===== src/rtl/dispenser_pkg.sv =====
// dispenser_pkg: shared state encodings and default widths for the dispenser controller.
package dispenser_pkg;
  typedef enum logic [2:0] {IDLE = 3'd0, PAY = 3'd1, DISPENSE = 3'd2, CHANGE = 3'd3} state_t;
  localparam int DEF_CREDIT_W = 6;
  localparam int COIN_W = 4;
  localparam int N_PROD = 4;
endpackage


===== src/rtl/dispenser_if.sv =====
// dispenser_if: front-panel inputs and actuator outputs of the dispenser controller.
interface dispenser_if import dispenser_pkg::*; #(parameter int CREDIT_W = DEF_CREDIT_W);
  logic sel_valid;
  logic [1:0] sel;
  logic coin_valid;
  logic [COIN_W-1:0] coin_val;
  logic cancel;
  logic [N_PROD-1:0] dispense;
  logic change_pulse;
  logic coin_reject;
  logic busy;
  logic [CREDIT_W-1:0] credit;
  logic [2:0] state;
  modport master(output sel_valid, sel, coin_valid, coin_val, cancel,
                 input dispense, change_pulse, coin_reject, busy, credit, state);
  modport slave(input sel_valid, sel, coin_valid, coin_val, cancel,
                output dispense, change_pulse, coin_reject, busy, credit, state);
endinterface


===== src/rtl/dispenser_state_reg.sv =====
// dispenser_state_reg: W-bit D register cleared by synchronous active-low reset.
module dispenser_state_reg #(parameter int W = 1) (
  input  logic         clk,
  input  logic         reset_n,
  input  logic [W-1:0] d,
  output logic [W-1:0] q
);
  always_ff @(posedge clk) q <= reset_n ? d : '0;
endmodule


===== src/rtl/dispenser_ctrl.sv =====
// dispenser_ctrl: selection latch, coin credit, timed motor drive and unit-by-unit change payout.
module dispenser_ctrl import dispenser_pkg::*; #(
  parameter int PRICE0 = 5,
  parameter int PRICE1 = 10,
  parameter int PRICE2 = 15,
  parameter int PRICE3 = 20,
  parameter int DISP_CYCLES = 4,
  parameter int TIMEOUT = 255,
  parameter int CREDIT_W = DEF_CREDIT_W
) (
  input logic clk,
  input logic reset_n,
  dispenser_if.slave bus
);
  localparam int CNT_W = $clog2((TIMEOUT > DISP_CYCLES ? TIMEOUT : DISP_CYCLES) + 1);
  localparam logic [CREDIT_W:0] MAXC = (CREDIT_W+1)'((1 << CREDIT_W) - 1);
  logic [2:0] st_q, st_d;
  logic [CREDIT_W-1:0] cr_q, cr_d, price;
  logic [1:0] sel_q, sel_d;
  logic [CNT_W-1:0] cnt_q, cnt_d;
  logic [CREDIT_W:0] sum;
  logic coin, leave, accept;
  state_t st, nxt;
  dispenser_state_reg #(.W(3)) u_st (.clk, .reset_n, .d(st_d), .q(st_q));
  dispenser_state_reg #(.W(CREDIT_W)) u_cr (.clk, .reset_n, .d(cr_d), .q(cr_q));
  dispenser_state_reg #(.W(2)) u_sel (.clk, .reset_n, .d(sel_d), .q(sel_q));
  dispenser_state_reg #(.W(CNT_W)) u_cnt (.clk, .reset_n, .d(cnt_d), .q(cnt_q));
  always_comb price = sel_q == 2'd0 ? CREDIT_W'(PRICE0) : sel_q == 2'd1 ? CREDIT_W'(PRICE1) :
                      sel_q == 2'd2 ? CREDIT_W'(PRICE2) : CREDIT_W'(PRICE3);
  // A coin is only taken when PAY stays put this cycle, so exits never swallow credit.
  always_comb begin
    st = st_q[2] ? IDLE : state_t'(st_q);
    coin = bus.coin_valid && bus.coin_val != '0;
    sum = {1'b0, cr_q} + (CREDIT_W+1)'(bus.coin_val);
    leave = cr_q >= price || bus.cancel || cnt_q == CNT_W'(TIMEOUT);
    accept = st == PAY && coin && sum <= MAXC && !leave;
    nxt = st;
    cr_d = cr_q;
    sel_d = sel_q;
    cnt_d = cnt_q;
    case (st)
      IDLE: if (bus.sel_valid) begin
        nxt = PAY;
        sel_d = bus.sel;
        cnt_d = '0;
      end
      PAY: if (cr_q >= price) begin
        nxt = DISPENSE;
        cr_d = cr_q - price;
        cnt_d = '0;
      end else if (bus.cancel || cnt_q == CNT_W'(TIMEOUT)) nxt = CHANGE;
      else if (accept) begin
        cr_d = sum[CREDIT_W-1:0];
        cnt_d = '0;
      end else cnt_d = cnt_q + 1'b1;
      DISPENSE: if (cnt_q == CNT_W'(DISP_CYCLES - 1)) nxt = CHANGE;
      else cnt_d = cnt_q + 1'b1;
      CHANGE: if (cr_q != '0) cr_d = cr_q - 1'b1;
      else nxt = IDLE;
      default: nxt = IDLE;
    endcase
    st_d = nxt;
  end
  assign bus.coin_reject = coin && !accept;
  assign bus.dispense = st == DISPENSE ? 4'b0001 << sel_q : 4'b0000;
  assign bus.change_pulse = st == CHANGE && cr_q != '0;
  assign bus.busy = st != IDLE;
  assign bus.credit = cr_q;
  assign bus.state = st;
endmodule


===== src/flat_wrapper.sv =====
// flat-port wrapper written by rule: the top's interface ports become plain ports
module dispenser_ctrl_flat import dispenser_pkg::*;
#(
  parameter int PRICE0 = 5,
  parameter int PRICE1 = 10,
  parameter int PRICE2 = 15,
  parameter int PRICE3 = 20,
  parameter int DISP_CYCLES = 4,
  parameter int TIMEOUT = 255,
  parameter int CREDIT_W = DEF_CREDIT_W
)
  (clk, reset_n, bus_sel_valid, bus_sel, bus_coin_valid, bus_coin_val, bus_cancel, bus_dispense, bus_change_pulse, bus_coin_reject, bus_busy, bus_credit, bus_state);
  dispenser_if #(.CREDIT_W(CREDIT_W)) bus_i ();
  input logic clk;
  input logic reset_n;
  input wire logic [$bits(bus_i.sel_valid)-1:0] bus_sel_valid;
  input wire logic [$bits(bus_i.sel)-1:0] bus_sel;
  input wire logic [$bits(bus_i.coin_valid)-1:0] bus_coin_valid;
  input wire logic [$bits(bus_i.coin_val)-1:0] bus_coin_val;
  input wire logic [$bits(bus_i.cancel)-1:0] bus_cancel;
  output wire logic [$bits(bus_i.dispense)-1:0] bus_dispense;
  output wire logic [$bits(bus_i.change_pulse)-1:0] bus_change_pulse;
  output wire logic [$bits(bus_i.coin_reject)-1:0] bus_coin_reject;
  output wire logic [$bits(bus_i.busy)-1:0] bus_busy;
  output wire logic [$bits(bus_i.credit)-1:0] bus_credit;
  output wire logic [$bits(bus_i.state)-1:0] bus_state;
  assign bus_i.sel_valid = bus_sel_valid;
  assign bus_i.sel = bus_sel;
  assign bus_i.coin_valid = bus_coin_valid;
  assign bus_i.coin_val = bus_coin_val;
  assign bus_i.cancel = bus_cancel;
  assign bus_dispense = bus_i.dispense;
  assign bus_change_pulse = bus_i.change_pulse;
  assign bus_coin_reject = bus_i.coin_reject;
  assign bus_busy = bus_i.busy;
  assign bus_credit = bus_i.credit;
  assign bus_state = bus_i.state;
  dispenser_ctrl #(.PRICE0(PRICE0), .PRICE1(PRICE1), .PRICE2(PRICE2), .PRICE3(PRICE3), .DISP_CYCLES(DISP_CYCLES), .TIMEOUT(TIMEOUT), .CREDIT_W(CREDIT_W)) u_core (.clk(clk), .reset_n(reset_n), .bus(bus_i));
endmodule

===== config.mk =====
export PLATFORM = sky130hd
export DESIGN_NAME = dispenser_ctrl_flat
export DESIGN_NICKNAME = d
export VERILOG_FILES = /design/src/rtl/dispenser_pkg.sv /design/src/rtl/dispenser_if.sv /design/src/rtl/dispenser_state_reg.sv /design/src/rtl/dispenser_ctrl.sv /design/src/flat_wrapper.sv
export SDC_FILE = /design/constraint.sdc
export NUM_CORES = 1
export LEC_CHECK = 0
export ABC_AREA = 1
export CORE_ASPECT_RATIO = 1.25
export CORE_MARGIN = 2
export CORE_UTILIZATION = 45
export CTS_CLUSTER_DIAMETER = 150
export DETAILED_ROUTE_END_ITERATION = 10
export PLACE_DENSITY = 0.77
export SETUP_SLACK_MARGIN = 0.05
export SYNTH_ARGS = -nofsm -noshare
export SYNTH_HDL_FRONTEND = slang
export SYNTH_HIERARCHICAL = 1
export SYNTH_SLANG_ARGS = --single-unit

===== constraint.sdc =====
create_clock -name clk -period 4.1 [get_ports clk]
set_input_delay 0.82 -clock clk [delete_from_list [all_inputs] [get_ports clk]]
set_output_delay 0.82 -clock clk [all_outputs]
set_load 0.05 [all_outputs]

## Word level (Yosys, flattened, before mapping)

Cells that the tools add are included.

- Word-level logic and storage cells: 66
- Register bits: 19

- Reductions and logical operators: 21
- Multiplexer cells: 22
- Add/sub/neg operators: 4
- Shift-type cells: 1
- Equal/unequal tests: 12
- Magnitude comparators: 2

Operators by type and width:

| operator | count |
|---|---|
| 8-bit 2-to-1 mux | 5 |
| 6-bit 2-to-1 mux | 6 |
| 8-bit one-hot mux with 3 select lines | 1 |
| 3-bit 2-to-1 mux | 5 |
| 3-bit one-hot mux with 4 select lines | 1 |
| 6-bit one-hot mux with 2 select lines | 1 |
| 8-bit by 1-bit adder with 8-bit output, second input constant | 1 |
| 8-bit by 2-bit == test with 1-bit output, second input constant | 1 |
| 8-bit == test, second input constant | 1 |
| 4-bit AND reduction | 2 |
| 6-bit by 4-bit adder with 7-bit output | 1 |
| 7-bit by 6-bit <= comparator with 1-bit output, second input constant | 1 |
| 3-bit by 2-bit == test with 1-bit output, second input constant | 2 |
| 6-bit greater-or-equal comparator | 1 |
| 1-bit logical AND | 6 |
| 3-bit nonzero test | 2 |
| 6-bit nonzero test | 1 |
| 6-bit by 1-bit subtractor with 6-bit output, second input constant | 1 |
| 6-bit subtractor | 1 |
| 5-bit 2-to-1 mux | 1 |
| 4-bit 2-to-1 mux | 1 |
| 2-bit != test, second input constant | 2 |
| 4-bit nonzero test | 1 |
| 1-bit by 2-bit left shift with 4-bit output, first input constant | 1 |
| 13 further kinds | 16 |

## Depth between registers and ports, before layout

Gate-level depths: netlist (run 1).

- Depth after elaboration: 13
- Gate-level depth with buffers: 17
- Depth with buffers taken out: 17

## Modules after synthesis

Netlist (run 1), hierarchy kept.

By module, submodules not included:

| module | cells each | times used | area an instance (um2) |
|---|---|---|---|
| dispenser_ctrl | 290 | 1 | 1,561.5 |
| dispenser_state_reg (u_core.u_cnt) | 25 | 1 | 225.2 |
| dispenser_state_reg (u_core.u_cr) | 18 | 1 | 165.2 |
| dispenser_state_reg (u_core.u_st) | 9 | 1 | 82.6 |
| dispenser_state_reg (u_core.u_sel) | 6 | 1 | 55.1 |

## Worst setup path after synthesis (run 1)

Ideal clock, no wire load.

- Path type: input port to output port
- Start: in bus_coin_val[0]
- End: out bus_coin_reject
- Path slack: 0.607 ns
- Arrival time: 2.673 ns
- Stages on the path: 10
- Buffers on the path: 0
- Required time: 3.280 ns
- Path through: ha_1 > inv_1 > fa_1 > inv_1 > nand3_1 > a21oi_1 > nor2_4 > nand2_4 > inv_2 > nor2_1

- Word-level cells in the longest chain between the ends: 7
- Elaborated cells between the ends (all ways): 9
- Classes of those cells: add/sub (1); order compare (1); reduce/logical (7)

Ends and longest elaborated chain:

| what | RTL line | source |
|---|---|---|
| from (decl) | flat_wrapper.sv:19 | `input wire logic [$bits(bus_i.coin_val)-1:0] bus_coin_val;` |
| parallel branches: the longest is 6 deep, another holds 6-bit by 4-bit adder with 7-bit output | - |  |
| 1-bit logical AND * | dispenser_ctrl.sv:64 | `assign bus.coin_reject = coin && !accept;` |
| to (decl) | flat_wrapper.sv:23 | `output wire logic [$bits(bus_i.coin_reject)-1:0] bus_coin_reject;` |

Every way passes the cells marked *.

## Worst setup path after layout (run 1)

Same ends and word-level chain as after synthesis.

==> results.json, run 1 <==
{
  "worst_pin_slew_ns": 0.6958,
  "dp_hpwl_mm": 3.964,
  "antenna_found_initial": 0,
  "hold_end": "u_core/u_cnt/q[4]",
  "die_area_um2": 5208,
  "grt_pass1_wl_mm": 8.997,
  "synth-simple-area-share_pct": 42.46,
  "grt_max_degree": 20,
  "clk_latency_ns": 0.26,
  "power_leakage_nw": 1.290,
  "max-slew-margin-rel_pct": 53.47,
  "synth_seq_area_share_pct": 18.20,
  "status": "finished clean",
  "path_clk_slew_ns": 0.08,
  "min_path_cells": 4,
  "hold_viol": 0,
  "synth_top_area_cell": "dfxtp_1",
  "drtIter0Drc": 114,
  "routed-via-count": 2170,
  "slew_viol_final": 0,
  "finalSetupTns_ns": 0,
  "synth_top_family_by_area": "simple AND/OR/NAND/NOR gates",
  "endpoint_kind": "output port",
  "finClkSkew_ns": 0.003197,
  "cts_resized": 0,
  "p_per_area_nw_per_um2": 300.5,
  "ant_nets": 0,
  "grt_use_total_pct": 21.48,
  "drc": 0,
  "ys.flop_type": "dfxtp_1",
  "fp.coreArea_um2": 4425,
  "initial_core_util_pct": 47.22,
  "yosys_warnings": 6,
  "pwr-share-seq_pct": 30.7,
  "synth.area.mux_share_pct": 0,
  "synth_fa_ha_area_share_pct": 12.69,
  "grt_pass1_vias": 2103,
  "gp_congestion": 0.9430,
  "nFillCells": 453,
  "crit_type": "in2out",
  "cap_violations": 0,
  "cts_setup_buffers": 0,
  "dieHeight_um": 80.19,
  "synth_area_leaders": "dfxtp_1 18%, nand2_1 17%, inv_1 11%, ha_1 11%, nand3_1 8.1%",
  "hold_start": "u_core/u_cnt/q[4]",
  "holdWs_ns": 0.6144,
  "cp.arrival_ns": 2.96,
  "cts_buffers": 3,
  "internal_power_mw": 0.4039,
  "comb_power_share_pct": 51.2,
  "cts_tree": "built",
  "r2r_end": "u_core/u_cr/q[3]",
  "syn2layout_area_growth_pct": 17.37,
  "drt-pass1-iter-count": 4,
  "pwr-share-clk_pct": 18.1,
  "ff2ff_setup_slack_ns": 1.47,
  "syn_area_um2": 2090,
  "finalPower_mw": 0.7368,
  "rsz0062_at_grt": "false",
  "setup_viol": 0,
  "max-vdd-ir-drop_uv": 182.8,
  "overflow": 0,
  "finalCritPeriodShare_pct": 92.28,
  "synth-edff-count": 0,
  "hp-class": "reg2reg",
  "critPathRequiredTime_ns": 3.28,
  "worst_setup_path_start_kind": "input port",
  "nets": 407,
  "wl_per_cell_um": 11.89,
  "htreeDepth": 1,
  "synth.avg_cell_area_um2": 6.004,
  "hold_buffers": 0,
  "row_count": 27,
  "path_max_fanout": 10,
  "root_buffer": "clkbuf_8",
  "num_io_pins": 27,
  "dieWidth_um": 64.95,
  "vias_per_cell": 5.012,
  "synthArstFlopShare_pct": 0,
  "io_buffer_count": 25,
  "synth-compound-area-share_pct": 9.760,
  "syn_inst": 348,
  "p_switching_mw": 0.3330,
  "swShare_pct": 45.19,
  "diodes": 0,
  "post-synth-top-area-fraction_pct": 18.20,
  "synth-xor-area-share_pct": 3.353,
  "cts.sinks": 19,
  "period_minus_slack_ns": 3.783,
  "layout-drive-gt1-share_pct": 7.467,
  "wl_mm": 5.150,
  "fmax_mhz": 264.3,
  "reg2reg_depth": 16,
  "ys_ff_latch": 19,
  "synth.distinct_cells": 35,
  "r2r-start": "u_core/u_sel/q[0]",
  "clk_path_buf_depth": 2
}
[kinds of logic (layout without fill, tap and decap cells)]
family | count (synthesis) | after routing
simple gates | 190 | 190
buf+inv | 72 | 98
compound gates | 38 | 38
fa+ha+maj | 20 | 20
flops | 19 | 19
xor+xnor | 8 | 8
other cells | 1 | 2
[worst max path at each step]
stage,start,to,slack [ns]
floorplan,bus_coin_val[0],bus_coin_reject,0.61
detailed placement,bus_coin_val[0],bus_coin_reject,0.30
CTS,bus_coin_val[0],bus_coin_reject,0.31
global placement,bus_coin_val[0],bus_coin_reject,0.36
global route,bus_coin_val[0],bus_coin_reject,0.16
finish,bus_coin_val[0],bus_coin_reject,0.32
[worst max-delay path: stages]
cell and delay [ns]:
clkdlybuf4s50_1 0.48, ha_1 0.17, inv_1 0.05, fa_1 0.39, inv_1 0.07, nand3_1 0.09
a21oi_1 0.26, nor2_4 0.10, nand2_4 0.14, inv_2 0.05, nor2_1 0.17, buf_12 0.17
[cell usage after synthesis, types with 2 or more instances]
library cell	n
nor2_4	3
ha_1	18
nor2_2	4
nand2_1	95
inv_2	7
a21oi_1	20
nor3_1	2
inv_1	62
o21ai_1	2
nand2_4	3
buf_4	2
fa_1	2
xor2_1	6
o21ai_0	11
nand4_1	11
xnor2_1	2
nor2_1	28
dfxtp_1	19
or2_0	2
nand3_1	34
[area by class of cell]
class	count	area, µm²	area share [%]
Multi-Input combinational cell	258	1434	58.47
Sequential cell	19	380.4	15.51
Timing Repair Buffer	25	260.3	10.61
Inverter	69	259.0	10.56
Tap cell	58	72.57	2.959
Clock buffer	3	41.29	1.684
Clock inverter	1	5.005	0.2041
[state kept, by name, summed over array words and instances, names as in the netlist]
name            cells
u_core/u_st/q       3
u_core/u_cnt/q      8
u_core/u_sel/q      2
u_core/u_cr/q       6
[metal layers]
metal	share of wire, %	vias to the layer above	track usage (%)
met5	0	-	0
met4	3.5	0	11.49
met1	45	948	25.53
li1	-	1147	-
met3	4.1	17	1.681
met2	48	58	37.94
[power by group through the flow]
stage | combinational [mW] | sequential, mW | clock [mW]
2_1_floorplan | 0.258 | 0.245 | 0
3_3_place_gp | 0.370 | 0.231 | 0
3_5_place_dp | 0.373 | 0.231 | 0
4_1_cts | 0.376 | 0.226 | 0.138
5_1_grt | 0.423 | 0.229 | 0.149
6_report | 0.377 | 0.226 | 0.134
[metrics by stage]
| step | worst slack (ns) | instances | util, % | area [µm²] |
|---|---|---|---|---|
| 3_5_place_dp | 0.2986 | 429 | 54.37 | 2406 |
| 6_report | 0.3166 | 433 | 55.41 | 2452 |
| 2_1_floorplan | 0.6074 | 349 | - | 2093 |
| 3_3_place_gp | 0.3595 | 429 | 54.37 | 2406 |
| 5_1_grt | 0.1561 | 433 | 55.41 | 2452 |
| 4_1_cts | 0.3080 | 433 | 55.41 | 2452 |
[cells in the final DEF, fill, tap and decap left out, drive strengths merged]
cell type,instances
xor2,6
clkbuf,3
a21oi,21
buf,1
o21ai,13
conb,2
nor2,36
o22ai,1
o31a,1
ha,18
a21boi,1
clkinv,1
clkdlybuf4s50,24
inv,69
dfxtp,19
or2,5
xnor2,2
o211ai,1
nand3b,1
nor3,2
and2,1
fa,2
nand2,99
nand3,35
nand4,11
(Power assumes the default switching activity.)
==> run 2, diff against run 1 <==
--- a/config.mk
+++ b/config.mk
@@ -12,6 +12,7 @@
 export CTS_CLUSTER_DIAMETER = 150
 export DETAILED_ROUTE_END_ITERATION = 10
 export PLACE_DENSITY = 0.77
+export RECOVER_POWER = 50
 export SETUP_SLACK_MARGIN = 0.05
 export SYNTH_ARGS = -nofsm -noshare
 export SYNTH_HDL_FRONTEND = slang
==> results.json, run 2 (synthesis results as in run 1) <==
{
  "layout-drive-gt1-share_pct": 6.933,
  "cp.buffers_inverters": 5,
  "routed-via-count": 2169,
  "slew_viol_final": 0,
  "finalCritPeriodShare_pct": 93.81,
  "cap_violations": 0,
  "largest_reg_flops": 8,
  "critical-path-top-delay-family": "buffers and inverters",
  "htreeDepth": 1,
  "num_io_pins": 27,
  "die_area_um2": 5208,
  "gp_congestion": 0.9430,
  "crit_type": "in2out",
  "finClkSkew_ns": 0.001297,
  "hold_buffers": 0,
  "syn2layout_area_growth_pct": 16.77,
  "finalInstanceArea_um2": 2440,
  "postLayoutCoreUtil_pct": 55.13,
  "fmax_mhz": 260.0,
  "wl_mm": 5.140,
  "grt_use_total_pct": 21.48,
  "power_leakage_nw": 1.317,
  "status": "finished clean",
  "root_buffer": "clkbuf_8",
  "nets": 407,
  "grt_max_degree": 20,
  "dp_hpwl_mm": 3.964,
  "fin_ws_ns": 0.2538,
  "drc": 0,
  "vias_per_cell": 5.009,
  "period_minus_slack_ns": 3.846,
  "finalSetupTns_ns": 0,
  "cts_buffers": 3,
  "dieHeight_um": 80.19,
  "worst_pin_slew_ns": 0.7069,
  "wl_per_cell_um": 11.87,
  "max-slew-margin-rel_pct": 52.72,
  "dieWidth_um": 64.95,
  "endpoint_kind": "output port",
  "setup_viol": 0,
  "rsz0062_at_grt": "false",
  "overflow": 0,
  "antenna_found_initial": 0,
  "path_max_fanout": 10,
  "place_area_um2": 2406,
  "crit_chain": "dlygate4sd3_1 > ha_1 > inv_1 > fa_1 > inv_1 > nand3_1 > a21oi_1 > nor2_1 > nand2_4 > inv_2 > nor2_1 > buf_12",
  "cp.arrival_ns": 3.03,
  "initial_core_util_pct": 47.22,
  "final_cell_mix": "95 x nand2_1, 62 x inv_1, 35 x nand3_1",
  "largest-register": "u_core/u_cnt/q",
  "post-place-ws_ns": 0.2986,
  "path_clk_slew_ns": 0.07,
  "crit_path_max_incr_delay_ns": 0.55,
  "finalPower_mw": 0.7327,
  "io_buffer_count": 25,
  "clk_latency_ns": 0.26,
  "grt_pass1_wl_mm": 8.997,
  "clk_path_buf_depth": 2,
  "max-vdd-ir-drop_uv": 181.9,
  "diodes": 0,
  "drtIter0Drc": 100,
  "final_common_cell": "nand2_1",
  "drt-pass1-iter-count": 4,
  "worst_setup_path_start_kind": "input port",
  "cts_tree": "built",
  "critPathRequiredTime_ns": 3.28,
  "p_per_area_nw_per_um2": 300.3,
  "cts_setup_buffers": 0,
  "row_count": 27,
  "grt_pass1_vias": 2103,
  "hp-class": "reg2reg",
  "fp.coreArea_um2": 4425,
  "hold_viol": 0,
  "cts.sinks": 19,
  "reg.largest.list": "u_core/u_cnt/q: 8 flops, u_core/u_cr/q: 6 flops, u_core/u_st/q: 3 flops",
  "ant_nets": 0,
  "critPathSlowestCell": "dlygate4sd3_1",
  "cts_resized": 0
}
run 2: metrics by stage:
| step | hold WS, ns | cells |
|---|---|---|
| after global routing | 0.6812 | 433 |
| after global placement | 0.5887 | 429 |
| final | 0.6156 | 433 |
| after CTS | 0.6198 | 433 |
| after floorplan | 0.5682 | 349 |
| after detailed placement | 0.6068 | 429 |
run 2: power breakdown:
group / total (mW) / leakage, nW / internal, mW / switching, mW
Clock: 0.134 / 0.0255 / 0.0677 / 0.0667
Sequential: 0.226 / 0.155 / 0.200 / 0.0259
Combinational: 0.373 / 1.14 / 0.132 / 0.241
run 2: worst paths after layout:
path,startpoint,cells after the start,slack [ns],end
hold / removal,u_core/u_cnt/q[4],4,0.62,u_core/u_cnt/q[4]
setup / recovery,bus_coin_val[0],12,0.25,bus_coin_reject
setup reg to reg,u_core/u_sel/q[0],13,1.34,u_core/u_cnt/q[0]
hold reg to reg,u_core/u_cnt/q[4],4,0.62,u_core/u_cnt/q[4]
run 2: cell type report:
cell class / count / area, µm²
inverters: 69 / 259.0
multi-input cells: 258 / 1421
clock inverters: 1 / 5.005
well taps: 58 / 72.57
repair buffers: 25 / 260.3
fillers: 454 / 1986
flip-flops and latches: 19 / 380.4
clock buffers: 3 / 41.29
run 2: per-layer routing:
layer	vias to the layer above	wire, µm	track usage [%]
met5	-	0	0
met4	0	184	11.49
li1	1146	-	-
met1	949	2339	25.53
met3	17	187	1.681
met2	57	2429	37.94
run 2: worst min-delay path, stage by stage, from the launching register on:
cell and delay (ns):
dfxtp_1 0.34, nor2_1 0.10, a21oi_1 0.04, nand2_1 0.06, inv_1 0.03
==> patch 1: new RTL, settings of run 2 <==
Set the package constant `DEF_CREDIT_W` to 8 (it was 6).
--- a/src/rtl/dispenser_pkg.sv
+++ b/src/rtl/dispenser_pkg.sv
@@ -1,7 +1,7 @@
 // dispenser_pkg: shared state encodings and default widths for the dispenser controller.
 package dispenser_pkg;
   typedef enum logic [2:0] {IDLE = 3'd0, PAY = 3'd1, DISPENSE = 3'd2, CHANGE = 3'd3} state_t;
-  localparam int DEF_CREDIT_W = 6;
+  localparam int DEF_CREDIT_W = 8;
   localparam int COIN_W = 4;
   localparam int N_PROD = 4;
 endpackage
Interface: changed (resized bus_credit); port bits go from 27 to 29. No check against the original RTL was run, so the function may have changed too.
==> patch 1 against run 2 <==
- worst setup slack better by 0.20 ns
- final area is 2.2% higher
- register-to-register slack got worse by 0.16 ns
- sequential cell count rose by 2
- area after synthesis grew 2.8%
- clock skew up 0.0014 ns
- wire length fell by 9.1%
- count of clock-buffer cells in the layout unchanged
- largest cell class unchanged
Power is not compared: it rests on default switching activity, and its combinational part moved more than twofold at a synthesized area within 25%.
==> patch 1: results (changes against run 2) <==
* Endpoint of the worst-slack reg-to-reg timing path: u_core/u_cnt/q[7]$_SDFF_PN0_ (was u_core/u_cnt/q[0]$_SDFF_PN0_)
* Top cells by area, synth: dfxtp_1 (20%), nand2_1 (15%), ha_1 (10%) (was dfxtp_1 (18%), nand2_1 (17%), inv_1 (11%))
* GR Util All Layers at 18.52% (was 21.48%)
* Global routing usage on met3 at 1.939% (was 1.681%)
* #MultiIn Comb at 241 (was 258)
* Area taken by multi-input logic gates at 0.001443 mm² (was 0.001421 mm²)
* Status: complete, no violations (unchanged)
* Synthesized area per cell at 6.510 µm² (was 6.004 µm²)
* Share of the clock period used by the worst path at 88.87% (was 93.81%)
* Worst clock skew at 0.002662 ns (was 0.001297 ns)
* Total power after layout at 0.001254 W
* Max FO, Critical Path at 8 (was 10)
* Count of sequential standard cells at 21 (was 19)
* Met2 wirelength from detailed routing at 2341 µm (was 2429 µm)
* Hold Crit Endpoint: u_core/u_cnt/q[7]$_SDFF_PN0_ (was u_core/u_cnt/q[4]$_SDFF_PN0_)
* Share of the final layout cell area in sequential cells at 16.87% (was 15.59%)
* Met3 layer wire length in the routed design at 144 µm (was 187 µm)
* Cell variety after synth at 31 (was 35)
* Arrival @ worst endpoint at 2.82 ns (was 3.03 ns)
* R2R Setup Slk at 1.18 ns (was 1.34 ns)
* Total Nets Final at 389 (was 407)
* Fill count at 468 (was 454)
* Start point of the worst hold path: u_core/u_cnt/q[7]$_SDFF_PN0_ (was u_core/u_cnt/q[4]$_SDFF_PN0_)
* Met2 Track Usage GR at 33.13% (was 37.94%)
* Number of non-clock inverters in the layout at 64 (was 69)
* Fraction of the yosys area taken by sequential cells at 19.57% (was 18.20%)
* Post-detailed-placement half-perimeter wirelength at 3774 µm (was 3964 µm)
* First-pass GRT wire length at 7741 µm (was 8997 µm)
* Share of post-route cells with drive strength above 1 at 10.92% (was 6.933%)
* Minimum setup slack after placement at 0.4570 ns (was 0.2986 ns)
* Wire length reported by the detailed router at 4671 µm (was 5140 µm)
* Clock-cell share of area at 1.857% (was 1.897%)
==> patch 1: cell types whose count changed after synthesis, moves of 5 or more <==
cell,delta
o22ai_2,+5
nand4_1,-6
nand2_1,-11
a21oi_1,-7
inv_1,-7
o21ai_0,-5
xor2_1,+5
==> patch 1: critical path, cell delays in order <==
cell and delay (ns):
clkdlybuf4s50_1 0.42, ha_1 0.23, fa_1 0.41, inv_1 0.07, nor2_1 0.04, nor2_1 0.15, nor2_1 0.09, nor2_4 0.12
nand3_4 0.13, inv_2 0.12, nor2_1 0.04, buf_4 0.18
==> patch 1: cell families (layout without fill, tap and decap cells) <==
family                     Yosys count  count (layout)  synth area share, %
and+or+nand+nor                    173             173                38.50
muxes                                1               1                1.048
AOI/OAI and AO/OA                   30              30                9.493
xor gates and xnor gates            15              15                6.115
adders and majority gates           20              20                12.35
DFF                                 21              21                19.57
buffers and inverters               69              95                12.75
other                                1               2               0.1746
==> patch 2: new RTL, flow settings as in run 2 <==
Without the edit above. `PRICE1` is set to 10 in 2 places; all go to 9.
--- a/src/rtl/dispenser_ctrl.sv
+++ b/src/rtl/dispenser_ctrl.sv
@@ -1,7 +1,7 @@
 // dispenser_ctrl: selection latch, coin credit, timed motor drive and unit-by-unit change payout.
 module dispenser_ctrl import dispenser_pkg::*; #(
   parameter int PRICE0 = 5,
-  parameter int PRICE1 = 10,
+  parameter int PRICE1 = 9,
   parameter int PRICE2 = 15,
   parameter int PRICE3 = 20,
   parameter int DISP_CYCLES = 4,
--- a/src/flat_wrapper.sv
+++ b/src/flat_wrapper.sv
@@ -2,7 +2,7 @@
 module dispenser_ctrl_flat import dispenser_pkg::*;
 #(
   parameter int PRICE0 = 5,
-  parameter int PRICE1 = 10,
+  parameter int PRICE1 = 9,
   parameter int PRICE2 = 15,
   parameter int PRICE3 = 20,
   parameter int DISP_CYCLES = 4,
Behaviour: not the same (a bounded check fails within 4 cycles, from zero or initial values and one cycle with reset_n low).
==> patch 2 against run 2 <==
- cell count shrank 3.7%
- wire length shrank 3.0%
- power shrank 3.4%
- final area shrank 1.9%
- worst setup slack gained 0.12 ns
- largest power group unchanged
- area after synthesis shrank 0.42%
- register-to-register slack lost 0.11 ns
- sequential cell count is the same
- count of clock-buffer cells in the layout is the same
- global-route usage shrank 1.1 points
==> patch 2: results (changes against run 2) <==
* Commonest cells in the synthesized netlist: nand2_1 (89), inv_1 (56), nand3_1 (33) (was nand2_1 (95), inv_1 (62), nand3_1 (34))
* Met1 Track Usage GR at 26.78% (was 25.53%)
* Placed cells at 413 (was 429)
* Number of non-clock inverters in the layout at 63 (was 69)
* Xor/xnor cell area share of the yosys netlist at 3.788% (was 3.353%)
* Non-clock buffers, area share at 10.61% (was 10.67%)
* Met2 wirelength from detailed routing at 2401 µm (was 2429 µm)
* Adder-cell share of the synthesized area at 13.35% (was 12.69%)
* Via count of the first global-routing pass at 1981 (was 2103)
* Status: complete, no violations (unchanged)
* Met3 layer wire length in the routed design at 239 µm (was 187 µm)
* Max FO, Critical Path at 7 (was 10)
* Total Nets Final at 392 (was 407)
* Weighted congestion at the end of routability-driven global placement at 0.9364 (was 0.9430)
* Share of total power in combinational logic at 49.4% (was 50.9%)
* Switching power as a share of total power at 44.82% (was 45.52%)
* Highest ir drop seen on vdd at 0.1729 mV (was 0.1819 mV)
* Arrival @ worst endpoint at 2.91 ns (was 3.03 ns)
* Static power due to leakage at 1.304 nW (was 1.317 nW)
* Met1 wire length at 2273 µm (was 2339 µm)
* Count of mapped cells out of synthesis at 333 (was 348)
* Clock power frac at 18.8% (was 18.3%)
* #MultiIn Comb at 247 (was 258)
* Global routing usage on met3 at 1.551% (was 1.681%)
* Number of DRC markers in iteration 0 at 138 (was 100)
* Slowest cell delay on critical path at 0.70 ns (was 0.55 ns)
* GR Util All Layers at 20.38% (was 21.48%)
* Power Combinational at 0.000349 W (was 0.000373 W)
* Post-detailed-placement half-perimeter wirelength at 3859 µm (was 3964 µm)
* Complex-gate fraction of the synthesized area at 11.00% (was 9.760%)
* 1st-pass router iterations at 5 (was 4)
* Top cells by area, synth: dfxtp_1 (18%), nand2_1 (16%), ha_1 (11%) (was dfxtp_1 (18%), nand2_1 (17%), inv_1 (11%))
* Vias at 2171 (was 2169)
* First-pass GRT wire length at 8542 µm (was 8997 µm)
* Routed wire per std cell at 11.95 µm (was 11.87 µm)
* Standard cell with the maximum stage delay on the critical path: clkdlybuf4s50_1 (was dlygate4sd3_1)
* Clock-cell share of area at 1.934% (was 1.897%)
* Share of post-route cells with drive strength above 1 at 6.685% (was 6.933%)
* Met2 Track Usage GR at 35.98% (was 37.94%)
* Cell variety after synth at 39 (was 35)
==> patch 2: path summary, 6_finish.rpt <==
| kind | start | to | slack [ns] |
|---|---|---|---|
| hold / removal | u_core/u_cnt/q[1]$_SDFF_PN0_ | u_core/u_cnt/q[1]$_SDFF_PN0_ | 0.59 |
| setup / recovery | u_core/u_sel/q[0]$_SDFF_PN0_ | bus_coin_reject | 0.37 |
| hold reg to reg | u_core/u_cnt/q[1]$_SDFF_PN0_ | u_core/u_cnt/q[1]$_SDFF_PN0_ | 0.59 |
| setup reg to reg | u_core/u_sel/q[0]$_SDFF_PN0_ | u_core/u_cnt/q[0]$_SDFF_PN0_ | 1.23 |
==> patch 2: through the flow <==
step           hold slack (ns)  setup slack [ns]  area [µm²]
6_report                0.5915            0.3704        2394
5_1_grt                 0.6321            0.1478        2394
4_1_cts                 0.5890            0.3934        2421
3_5_place_dp            0.5746            0.6337        2375
3_3_place_gp            0.5629            0.6732        2375
2_1_floorplan           0.5346            0.8561        2085
